$ cat src/rtl/uart_axil_fifo_slave.sv
// AXI4-Lite UART register slave: TX/RX byte FIFOs, sticky overflow flags,
// interrupt enables and a registered interrupt level.

module uart_axil_fifo_slave_fifo #(
  parameter int DEPTH = 16
) (
  input  logic       clk,
  input  logic       rst,
  input  logic       push,
  input  logic [7:0] din,
  input  logic       pop,
  output logic [7:0] dout,
  output logic       empty,
  output logic       full,
  output logic       empty_nx,
  output logic       drop
);
  localparam int PW = $clog2(DEPTH);
  localparam int CW = PW + 1;

  logic [CW-1:0] cnt_q, cnt_d;
  logic [PW-1:0] wp_q, rp_q;
  logic [7:0]    mem_q [DEPTH];
  logic          push_ok, pop_ok;

  assign full     = (cnt_q == CW'(DEPTH));
  assign empty    = (cnt_q == '0);
  assign push_ok  = push & ~full;
  assign pop_ok   = pop & ~empty;
  assign drop     = push & full;
  assign dout     = mem_q[rp_q];
  assign empty_nx = (cnt_d == '0);

  always_comb begin
    cnt_d = cnt_q;
    if (push_ok & ~pop_ok)      cnt_d = cnt_q + 1'b1;
    else if (pop_ok & ~push_ok) cnt_d = cnt_q - 1'b1;
  end

  always_ff @(posedge clk) begin
    if (rst) begin
      cnt_q <= '0;
      wp_q  <= '0;
      rp_q  <= '0;
    end else begin
      cnt_q <= cnt_d;
      if (push_ok) wp_q <= wp_q + 1'b1;
      if (pop_ok)  rp_q <= rp_q + 1'b1;
    end
  end

  always_ff @(posedge clk) begin
    if (push_ok) mem_q[wp_q] <= din;
  end
endmodule

module uart_axil_fifo_slave #(
  parameter int FIFO_DEPTH = 16,
  parameter int ADDR_WIDTH = 13
) (
  input  logic                  chipset_clk,
  input  logic                  chipset_rst,
  input  logic [ADDR_WIDTH-1:0] uart_axi_awaddr,
  input  logic                  uart_axi_awvalid,
  output logic                  uart_axi_awready,
  input  logic [31:0]           uart_axi_wdata,
  input  logic                  uart_axi_wvalid,
  output logic                  uart_axi_wready,
  output logic [1:0]            uart_axi_bresp,
  output logic                  uart_axi_bvalid,
  input  logic                  uart_axi_bready,
  input  logic [ADDR_WIDTH-1:0] uart_axi_araddr,
  input  logic                  uart_axi_arvalid,
  output logic                  uart_axi_arready,
  output logic [31:0]           uart_axi_rdata,
  output logic [1:0]            uart_axi_rresp,
  output logic                  uart_axi_rvalid,
  input  logic                  uart_axi_rready,
  output logic [7:0]            tx_data,
  output logic                  tx_valid,
  input  logic                  tx_ready,
  input  logic [7:0]            rx_data,
  input  logic                  rx_valid,
  output logic                  uart_irq
);
  typedef enum logic {W_IDLE, W_RESP} w_state_e;
  typedef enum logic {R_IDLE, R_DATA} r_state_e;

  w_state_e w_state_q, w_state_d;
  r_state_e r_state_q, r_state_d;

  logic                  aw_held_q, aw_held_d, w_held_q, w_held_d;
  logic [ADDR_WIDTH-1:2] aw_addr_q, w_addr;
  logic [7:0]            w_data_q, w_byte;
  logic [1:0]            bresp_q, rresp_q, ie_q, ie_d;
  logic [31:0]           rdata_q, rdata_nx;
  logic                  tx_ovf_q, tx_ovf_d, rx_ovf_q, rx_ovf_d, irq_q;
  logic                  aw_hs, w_hs, ar_hs, do_write;
  logic                  w_mapped, r_mapped;
  logic [1:0]            w_sel, r_sel;
  logic                  tx_push, tx_pop, tx_empty, tx_full, tx_empty_nx, tx_drop;
  logic                  rx_pop, rx_empty, rx_full, rx_empty_nx, rx_drop;
  logic [7:0]            rx_head;
  logic                  st_wr, ie_wr;
  logic                  unused_bits;

  assign unused_bits = ^{uart_axi_awaddr[1:0], uart_axi_araddr[1:0], uart_axi_wdata[31:8]};

  // Readies are held low while reset is asserted so nothing is accepted mid-reset.
  assign uart_axi_awready = (w_state_q == W_IDLE) & ~aw_held_q & ~chipset_rst;
  assign uart_axi_wready  = (w_state_q == W_IDLE) & ~w_held_q & ~chipset_rst;
  assign uart_axi_arready = (r_state_q == R_IDLE) & ~chipset_rst;
  assign uart_axi_bvalid  = (w_state_q == W_RESP);
  assign uart_axi_rvalid  = (r_state_q == R_DATA);
  assign uart_axi_bresp   = bresp_q;
  assign uart_axi_rresp   = rresp_q;
  assign uart_axi_rdata   = rdata_q;
  assign uart_irq         = irq_q;

  assign aw_hs = uart_axi_awvalid & uart_axi_awready;
  assign w_hs  = uart_axi_wvalid & uart_axi_wready;
  assign ar_hs = uart_axi_arvalid & uart_axi_arready;

  // Same-cycle handshakes use the live bus values, otherwise the held copies.
  assign w_addr   = aw_held_q ? aw_addr_q : uart_axi_awaddr[ADDR_WIDTH-1:2];
  assign w_byte   = w_held_q ? w_data_q : uart_axi_wdata[7:0];
  assign w_mapped = (w_addr[ADDR_WIDTH-1:4] == '0);
  assign w_sel    = w_addr[3:2];
  assign r_mapped = (uart_axi_araddr[ADDR_WIDTH-1:4] == '0);
  assign r_sel    = uart_axi_araddr[3:2];

  assign tx_push = do_write & w_mapped & (w_sel == 2'd0);
  assign st_wr   = do_write & w_mapped & (w_sel == 2'd2);
  assign ie_wr   = do_write & w_mapped & (w_sel == 2'd3);
  assign tx_pop  = tx_valid & tx_ready;
  assign rx_pop  = ar_hs & r_mapped & (r_sel == 2'd1);
  assign tx_valid = ~tx_empty;

  assign tx_ovf_d = (tx_ovf_q & ~(st_wr & w_byte[4])) | tx_drop;
  assign rx_ovf_d = (rx_ovf_q & ~(st_wr & w_byte[5])) | rx_drop;
  assign ie_d     = ie_wr ? w_byte[1:0] : ie_q;

  uart_axil_fifo_slave_fifo #(.DEPTH(FIFO_DEPTH)) u_tx_fifo (
    .clk(chipset_clk), .rst(chipset_rst), .push(tx_push), .din(w_byte), .pop(tx_pop),
    .dout(tx_data), .empty(tx_empty), .full(tx_full), .empty_nx(tx_empty_nx), .drop(tx_drop)
  );

  uart_axil_fifo_slave_fifo #(.DEPTH(FIFO_DEPTH)) u_rx_fifo (
    .clk(chipset_clk), .rst(chipset_rst), .push(rx_valid), .din(rx_data), .pop(rx_pop),
    .dout(rx_head), .empty(rx_empty), .full(rx_full), .empty_nx(rx_empty_nx), .drop(rx_drop)
  );

  always_comb begin
    rdata_nx = 32'h0;
    if (r_mapped) begin
      case (r_sel)
        2'd1:    rdata_nx = rx_empty ? 32'h8000_0000 : {24'h0, rx_head};
        2'd2:    rdata_nx = {26'h0, rx_ovf_q, tx_ovf_q, rx_empty, rx_full, tx_empty, tx_full};
        2'd3:    rdata_nx = {30'h0, ie_q};
        default: rdata_nx = 32'h0;
      endcase
    end
  end

  always_comb begin
    w_state_d = w_state_q;
    aw_held_d = aw_held_q;
    w_held_d  = w_held_q;
    do_write  = 1'b0;
    case (w_state_q)
      W_IDLE: begin
        if (aw_hs) aw_held_d = 1'b1;
        if (w_hs)  w_held_d  = 1'b1;
        if ((aw_held_q | aw_hs) & (w_held_q | w_hs)) begin
          do_write  = 1'b1;
          w_state_d = W_RESP;
        end
      end
      W_RESP: begin
        if (uart_axi_bready) begin
          aw_held_d = 1'b0;
          w_held_d  = 1'b0;
          w_state_d = W_IDLE;
        end
      end
    endcase
  end

  always_comb begin
    r_state_d = r_state_q;
    case (r_state_q)
      R_IDLE: if (ar_hs) r_state_d = R_DATA;
      R_DATA: if (uart_axi_rready) r_state_d = R_IDLE;
    endcase
  end

  always_ff @(posedge chipset_clk) begin
    if (chipset_rst) begin
      w_state_q <= W_IDLE;
      r_state_q <= R_IDLE;
      aw_held_q <= 1'b0;
      w_held_q  <= 1'b0;
      aw_addr_q <= '0;
      w_data_q  <= '0;
      bresp_q   <= 2'b00;
      rresp_q   <= 2'b00;
      rdata_q   <= 32'h0;
      ie_q      <= 2'b00;
      tx_ovf_q  <= 1'b0;
      rx_ovf_q  <= 1'b0;
      irq_q     <= 1'b0;
    end else begin
      w_state_q <= w_state_d;
      r_state_q <= r_state_d;
      aw_held_q <= aw_held_d;
      w_held_q  <= w_held_d;
      if (aw_hs) aw_addr_q <= uart_axi_awaddr[ADDR_WIDTH-1:2];
      if (w_hs)  w_data_q  <= uart_axi_wdata[7:0];
      if (do_write) bresp_q <= w_mapped ? 2'b00 : 2'b10;
      if (ar_hs) begin
        rdata_q <= rdata_nx;
        rresp_q <= r_mapped ? 2'b00 : 2'b10;
      end
      ie_q     <= ie_d;
      tx_ovf_q <= tx_ovf_d;
      rx_ovf_q <= rx_ovf_d;
      // Interrupt follows the FIFO occupancy as it will be after this edge.
      irq_q    <= (ie_d[0] & ~rx_empty_nx) | (ie_d[1] & tx_empty_nx);
    end
  end
endmodule

$ cat config.mk
export PLATFORM = sky130hd
export DESIGN_NAME = uart_axil_fifo_slave
export DESIGN_NICKNAME = d
export VERILOG_FILES = /design/src/rtl/uart_axil_fifo_slave.sv
export SDC_FILE = /design/constraint.sdc
export NUM_CORES = 1
export LEC_CHECK = 0
export BUFFER_PORTS_ARGS = -buffer_cell sky130_fd_sc_hd__buf_2
export CAP_MARGIN = 0
export CORE_MARGIN = 4
export CORE_UTILIZATION = 40
export CTS_BUF_LIST = sky130_fd_sc_hd__clkbuf_8
export DETAILED_ROUTE_END_ITERATION = 7
export GPL_TIMING_DRIVEN = 1
export PLACE_DENSITY = 0.63
export SKIP_CTS_REPAIR_TIMING = 1
export SLEW_MARGIN = 40
export SYNTH_ARGS = -nofsm -noshare
export SYNTH_HDL_FRONTEND = slang
export SYNTH_SLANG_ARGS = --single-unit
export TNS_END_PERCENT = 50
$ cat constraint.sdc
create_clock -name chipset_clk -period 4.4 [get_ports chipset_clk]
set_input_delay 0.88 -clock chipset_clk [delete_from_list [all_inputs] [get_ports chipset_clk]]
set_output_delay 0.88 -clock chipset_clk [all_outputs]
set_load 0.05 [all_outputs]
==> summary.md, run 1 <==
| Metric | Value |
|---|---|
| Congestion Overflow GR | 0 |
| Core Rows | 67 |
| Final hold viol count | 0 |
| Post-synthesis register bit count | 329 |
| Worst r2r src | u_tx_fifo.cnt_q[0]$_SDFF_PP0_ |
| CP max FO | 17 |
| Worst Setup End Kind | output port |
| FF-to-FF path depth | 8 |
| Fmax | 263.7 MHz |
| LEAKAGE | 5.075 nW |
| Clock transition at path regs | 0.06 ns |
| Clk buf depth | 3 |
| Worst min-delay path startpoint | uart_axi_bresp[1]$_SDFFE_PP0P_ |
| Worst reg-to-reg setup slack | 1.50 ns |
| Maximum vdd ir drop | 0.2665 mV |
| Post-layout nets | 1023 |
| Fraction of registers with async set/reset | 0% |
| RSZ-0062 raised after global routing | no |
| Post-Syn Area per Cell | 16.03 µm² |
| Worst setup margin | 0.6082 ns |
| Via-to-Cell Ratio | 5.056 |
| CP Cell Sequence | buf_12 -> mux4_2 -> mux4_2 -> buf_2 |
| CTS tree | built |
| Vias in the first global route | 7205 |
| Status | completed |
| DPL Wire Length | 17240 µm |
| Final wirelength | 26330 µm |
| Slowest stage delay, CP | 0.75 ns |
| Share of layout cells above drive strength 1 | 26.74% |
| Endpoints failing setup | 0 |
| Initial Utilization | 40.41% |
| Synthesized cell area | 0.01352 mm² |
| Routed len/inst | 18.49 µm |
| Iteration-0 DRC Markers | 427 |
| Core Box Area | 0.03345 mm² |
| Slew HR | 51.94% |
| Via count | 7200 |
| Multi-input combinational cell area | 0.004078 mm² |
| GP Congestion | 0.8068 |
| Synth warn | 0 |
| Area grow syn2layout | 13.07% |
| Pre-CTS setup slack | 0.8571 ns |
| Num CTS Buffers | 53 |
| Maxcap violations | 0 |
| Crit path DAT | 2.91 ns |
| Diode count | 0 |
| Initial antenna violation count | 1 |
| Setup Crit Path Kind | reg -> out |
| Clock Latency Late Sink | 0.58 ns |
| Clock Tree Root | clkbuf_8 |
| Clock H-tree levels | 2 |
| Area of the die | 0.03680 mm² |
| Max Clock Skew | 0.04405 ns |
| Synth cell types | 59 |
| Post-route DRC | 0 |
| Reg area | 0.009156 mm² |
| DR pass1 iterations | 5 |
| Post-Place Cells | 1327 |
| Main synth FF type | edfxtp_1 |
| Max Slew Vio Count | 0 |
| Post-layout instance count excluding filler cells | 1424 |
| Fin crit share | 86.18% |
| Synth Instances | 843 |
| Power per cell area | 438.2 mW/mm² |
| Chip Width | 191.8 µm |
| Largest net degree at the start of global routing | 65 |
| Most used cell, CP | mux4_2 |
| Worst slew pin tran | 0.7199 ns |
| Required time of the critical path | 3.52 ns |
| Port Buffer Count | 72 |
| Seq/Total Area, Yosys | 67.68% |
| First-pass GRT wire length | 40960 µm |
| Final ANT Viol Nets | 0 |
| Hold Crit Class | reg -> reg |
| Chip height | 191.8 µm |
| Fillcell total | 2917 |
| I/O pins | 126 |
| Highest-delay cell along the critical path | dfxtp_2 |
| FF-to-FF End | u_tx_fifo.mem_q[1][5]$_DFFE_PP_ |
| Setup tns final | 0 ns |
| Post-synth EDFFs | 256 |
| Total global-route track usage | 14.34% |
| Fin crit period | 3.792 ns |
| CTS sink cnt | 329 |
| Setup crit end | tx_data[4] |
| Startpoint types | flop |
through the flow:
step	utilization [%]	power (W)	instance area, µm²	hold slack (ns)
after floorplan	-	0.004191	13610	0.4454
after global placement	42.62	0.004377	14260	0.4564
after detailed placement	42.75	0.004392	14300	0.4573
after CTS	45.67	0.006788	15280	0.4340
after global routing	45.69	0.007023	15280	0.4570
final	45.69	0.006697	15280	0.4677
layout make-up:
class | instances | share of cell area [%]
flip-flops and latches | 329 | 59.91
multi-input cells | 452 | 26.68
clock buffers | 57 | 5.133
well taps | 448 | 3.668
repair buffers | 83 | 2.980
clock inverters | 40 | 1.261
inverters | 15 | 0.3684
cell usage in the layout, fill, tap and decap left out, types with 3 or more instances in the layout:
master / instances
ha_1: 14
buf_4: 10
a211oi_1: 4
a22oi_1: 6
o21ai_0: 27
nand2_1: 46
nor2_1: 55
and2_1: 16
conb_1: 25
inv_1: 32
nor2b_1: 7
nor2_2: 8
dfxtp_1: 69
nor3_1: 9
nor4_1: 5
and3_1: 8
clkinv_1: 13
dfxtp_2: 3
clkinv_2: 7
a21oi_1: 20
xor2_1: 10
edfxtp_1: 256
nand2b_1: 24
clkbuf_8: 57
mux4_2: 77
nand3_1: 11
nor3_4: 4
a32oi_1: 5
mux2i_1: 11
nand4_1: 8
mux2_2: 9
xnor2_1: 10
buf_2: 72
worst min path at each step:
stage                                                 to  cells after the start
after floorplan                 w_data_q[7]$_SDFFE_PP0P_                      2
after global placement          w_data_q[4]$_SDFFE_PP0P_                      2
after detailed placement  uart_axi_rresp[1]$_SDFFE_PP0P_                      2
after CTS                     uart_axi_rvalid$_SDFF_PP0_                      2
after global routing          uart_axi_rvalid$_SDFF_PP0_                      2
final                     uart_axi_bresp[1]$_SDFFE_PP0P_                      2
worst max-delay path, delay by kind of cell, from the launching register on:
family                 cells  cell delay [ns]
flip-flops                 1             0.75
buffers and inverters      2             0.50
multiplexers               2             1.06
kinds of logic (layout without fill, tap and decap cells):
family,Yosys count,in the layout,share of synthesized area (%)
other,1,25,0.02774
AOI/OAI and AO/OA,77,77,3.731
DFF,329,329,67.68
adders and majority gates,14,14,1.296
xor gates and xnor gates,20,20,1.296
muxes,97,97,14.39
buffers and inverters,86,195,3.295
and+or+nand+nor,219,219,8.276
report_power, final:
part / switching (W) / internal, W / total, W
Sequential: 0.0000703 / 0.00343 / 0.00350
Clock: 0.00117 / 0.00121 / 0.00238
Combinational: 0.000514 / 0.000308 / 0.000821
Total: 0.00176 / 0.00494 / 0.00670
synthesized netlist by cell type, drive strengths merged, types with 4 or more instances:
| cell type | instances | share of area (%) |
|---|---|---|
| o21ai | 28 | 1.1 |
| buf | 43 | 2.1 |
| dfxtp | 73 | 11 |
| a21oi | 20 | 0.74 |
| and2 | 16 | 0.74 |
| a32oi | 5 | 0.32 |
| a211oi | 4 | 0.22 |
| inv | 15 | 0.42 |
| xnor2 | 10 | 0.65 |
| edfxtp | 256 | 57 |
| mux2 | 9 | 0.75 |
| nand2 | 46 | 1.3 |
| nand3 | 12 | 0.48 |
| nor3 | 13 | 0.48 |
| xor2 | 10 | 0.65 |
| clkbuf | 28 | 0.78 |
| nor2b | 7 | 0.32 |
| nor2 | 63 | 1.7 |
| mux4 | 77 | 13 |
| ha | 14 | 1.3 |
| and3 | 8 | 0.37 |
| nor4 | 7 | 0.42 |
| mux2i | 11 | 0.81 |
| a22oi | 6 | 0.33 |
| nand2b | 24 | 1.1 |
| nand4 | 8 | 0.37 |
metal layers:
layer  part of all wire [%]  GRT usage [%]  vias up
li1                       -              -     3391
met1                     44          19.30     3608
met2                     49          23.65      156
met3                    4.9          2.926       43
met4                    2.3          4.392        2
met5                  0.076              0        -
state kept, by name (all words and copies together) (netlist names), named ones only:
register         cells
u_rx_fifo.mem_q    128
u_tx_fifo.mem_q    128
aw_addr_q           11
uart_axi_rdata       9
w_data_q             8
u_rx_fifo.cnt_q      5
u_tx_fifo.cnt_q      5
u_rx_fifo.rp_q       4
u_rx_fifo.wp_q       4
u_tx_fifo.rp_q       4
u_tx_fifo.wp_q       4
ie_q                 2
aw_held_q            1
rx_ovf_q             1
tx_ovf_q             1
uart_axi_bresp       1
uart_axi_bvalid      1
uart_axi_rresp       1
uart_axi_rvalid      1
uart_irq             1
w_held_q             1
Note: power is estimated with default switching activity, not from simulation.
==> run 2, diff against run 1 <==
PLACE_DENSITY = default   (was 0.63)
PLACE_DENSITY_LB_ADDON = 0.08   (was default)
==> run 2 against run 1 <==
- power grew 2.8%
- critical path type unchanged
- clock power increased by 7%
- clock skew is 0.019 ns lower
- critical path depth stayed put
- largest cell class unchanged
- sequential power is essentially flat
- combinational power rose by 3.3%
- count of clock-buffer cells in the layout rose by 1
- non-clock buffer count grew 1
==> summary.md, run 2 (same netlist as run 1, synthesis figures left out) <==
| Metric | Value |
|---|---|
| Slew HR | 50.92% (-1.0 points) |
| Fin crit period | 3.693 ns (-0.09857 ns) |
| Post-route DRC | 0 (unchanged) |
| Congestion Overflow GR | 0 (unchanged) |
| Area grow syn2layout | 13.63% |
| Port Buffer Count | 72 (unchanged) |
| Fin crit share | 83.94% (-2.2 points) |
| Post-Place Cells | 1328 (+0.075%) |
| Clock Latency Late Sink | 0.59 ns (about the same) |
| Clock H-tree levels | 2 (unchanged) |
| Power per cell area | 448.5 mW/mm² (+2.3%) |
| Internal power | 0.005080 W (+2.8%) |
| DR pass1 iterations | 5 (unchanged) |
| Switching Share | 26.25% (about the same) |
| Setup tns final | 0 ns (unchanged) |
| Hold Crit Class | reg -> reg |
| Core Rows | 67 (unchanged) |
| Comb power frac | 12.3% (about the same) |
| Crit path DAT | 2.81 ns (-0.10 ns) |
| Net Switching | 0.001808 W (+2.9%) |
| Initial antenna violation count | 0 (-1) |
| DPL Wire Length | 19280 µm (+12%) |
| Most frequent cells in the layout | edfxtp_1, mux4_2, buf_2 |
| Startpoint types | flop |
| Final ANT Viol Nets | 0 (unchanged) |
| Via-to-Cell Ratio | 5.143 (+1.7%) |
| Share of layout cells above drive strength 1 | 27.22% (+0.48 points) |
| Pre-CTS setup slack | 0.7929 ns (-0.06421 ns) |
| Power share of the clock group | 37.0% (+1.5 points) |
| Maximum vdd ir drop | 0.1926 mV (-28%) |
| I/O pins | 126 (unchanged) |
| Core Box Area | 0.03345 mm² (unchanged) |
| Fillcell total | 2926 (+0.31%) |
| First-pass GRT wire length | 45200 µm (+10%) |
| Status | completed |
| Most common cell after layout, fill and taps aside | edfxtp_1 |
| RSZ-0062 raised after global routing | no |
| Routed len/inst | 20.53 µm (+11%) |
| Sequential share of power | 50.7% (-1.5 points) |
| Worst Setup End Kind | output port |
| GP Congestion | 0.7674 (-4.9%) |
| CTS tree | built |
| Via count | 7349 (+2.1%) |
| Total global-route track usage | 16.15% (+1.8 points) |
| CP max FO | 18 (+1) |
| Slowest stage delay, CP | 0.69 ns (-0.06 ns) |
| Largest net degree at the start of global routing | 68 (+4.6%) |
| Fmax | 270.8 MHz (+2.7%) |
| Post-layout instance count excluding filler cells | 1429 (+0.35%) |
| Worst slew pin tran | 0.7354 ns (+0.01546 ns) |
| Maxcap violations | 0 (unchanged) |
| Initial Utilization | 40.41% (unchanged) |
| Clock Tree Root | clkbuf_8 |
| CTS sink cnt | 329 (unchanged) |
| Highest-delay cell along the critical path | dfxtp_2 |
| Setup Crit Path Kind | reg -> out |
| CP top delay family | multiplexers |
| Chip height | 191.8 µm (unchanged) |
| LEAKAGE | 5.112 nW (+0.73%) |
| CP Cell Sequence | buf_12 -> mux4_2 -> mux4_2 -> buf_2 |
| Chip Width | 191.8 µm (unchanged) |
| Num CTS Buffers | 54 (+1.9%) |
| Post-layout nets | 1025 (+0.20%) |
| Iteration-0 DRC Markers | 434 (+1.6%) |
| Biggest regs | u_rx_fifo.mem_q (128), u_tx_fifo.mem_q (128), aw_addr_q (11) |
| Worst setup margin | 0.7068 ns (+0.09857 ns) |
| Required time of the critical path | 3.52 ns (about the same) |
| Final hold viol count | 0 (unchanged) |
| Endpoints failing setup | 0 (unchanged) |
| Final wirelength | 29340 µm (+11%) |
| Most used cell, CP | mux4_2 |
| WP buf/inv | 2 (unchanged) |
| Clock transition at path regs | 0.06 ns (about the same) |
| Clk buf depth | 3 (unchanged) |
| Max Clock Skew | 0.02468 ns (-0.01936 ns) |
| Diode count | 0 (unchanged) |
| Vias in the first global route | 7718 (+7.1%) |
| Max Slew Vio Count | 0 (unchanged) |
| Area of the die | 0.03680 mm² (unchanged) |
## run 2: per-layer routing
| metal | track usage [%] | up-vias | part of all wire (%) | wire, µm |
|---|---|---|---|---|
| met5 | 0 | - | 0 | 0 |
| met4 | 4.751 | 0 | 2.1 | 622 |
| met3 | 3.126 | 47 | 4.9 | 1450 |
| met2 | 28.64 | 176 | 52 | 15390 |
| met1 | 20.14 | 3738 | 40 | 11880 |
| li1 | - | 3388 | - | - |
## run 2: area by class of cell
type / instances / area (µm²) / area share, %
Timing Repair Buffer: 84 / 462.9 / 3.014
Sequential cell: 329 / 9156 / 59.61
Inverter: 15 / 56.30 / 0.3666
Multi-Input combinational cell: 452 / 4071 / 26.51
Tap cell: 448 / 560.5 / 3.649
Clock buffer: 58 / 798.3 / 5.197
Clock inverter: 43 / 254.0 / 1.654
## run 2: metrics by stage
stage / hold slack, ns / util, % / total power, W / instance area [µm²]
detailed placement: 0.4530 / 42.76 / 0.004415 / 14300
global placement: 0.4558 / 42.64 / 0.004382 / 14260
finish: 0.4565 / 45.92 / 0.006888 / 15360
global route: 0.4501 / 45.92 / 0.007212 / 15360
floorplan: 0.4454 / - / 0.004191 / 13610
CTS: 0.4469 / 45.91 / 0.006995 / 15360
## run 2: path summary, 6_finish.rpt
check | cells after the start | slack (ns) | startpoint | to
hold reg to reg | 2 | 0.46 | uart_axi_bresp[1]$_SDFFE_PP0P_ | uart_axi_bresp[1]$_SDFFE_PP0P_
hold / removal | 2 | 0.46 | uart_axi_bresp[1]$_SDFFE_PP0P_ | uart_axi_bresp[1]$_SDFFE_PP0P_
setup / recovery | 4 | 0.71 | flop | tx_data[7]
setup reg to reg | 8 | 1.36 | u_tx_fifo.cnt_q[0]$_SDFF_PP0_ | u_tx_fifo.mem_q[3][4]$_DFFE_PP_
## run 2: worst reg2reg max path: cells and delay by family, from the launching register on
kind	cells	cell delay [ns]
AO/OA/AOI/OAI	1	0.34
AND/OR/NAND/NOR	5	1.56
adder cells (fa/ha/maj)	1	0.24
buffers and inverters	1	0.13
flip-flops	1	0.41
## run 2: power by group through the flow
stage | combinational [W] | clock, W | sequential, W
after CTS | 0.000856 | 0.00264 | 0.00350
final | 0.000848 | 0.00255 | 0.00350
after detailed placement | 0.000854 | 0 | 0.00356
after global routing | 0.000922 | 0.00279 | 0.00350
after floorplan | 0.000657 | 0 | 0.00353
after global placement | 0.000827 | 0 | 0.00356
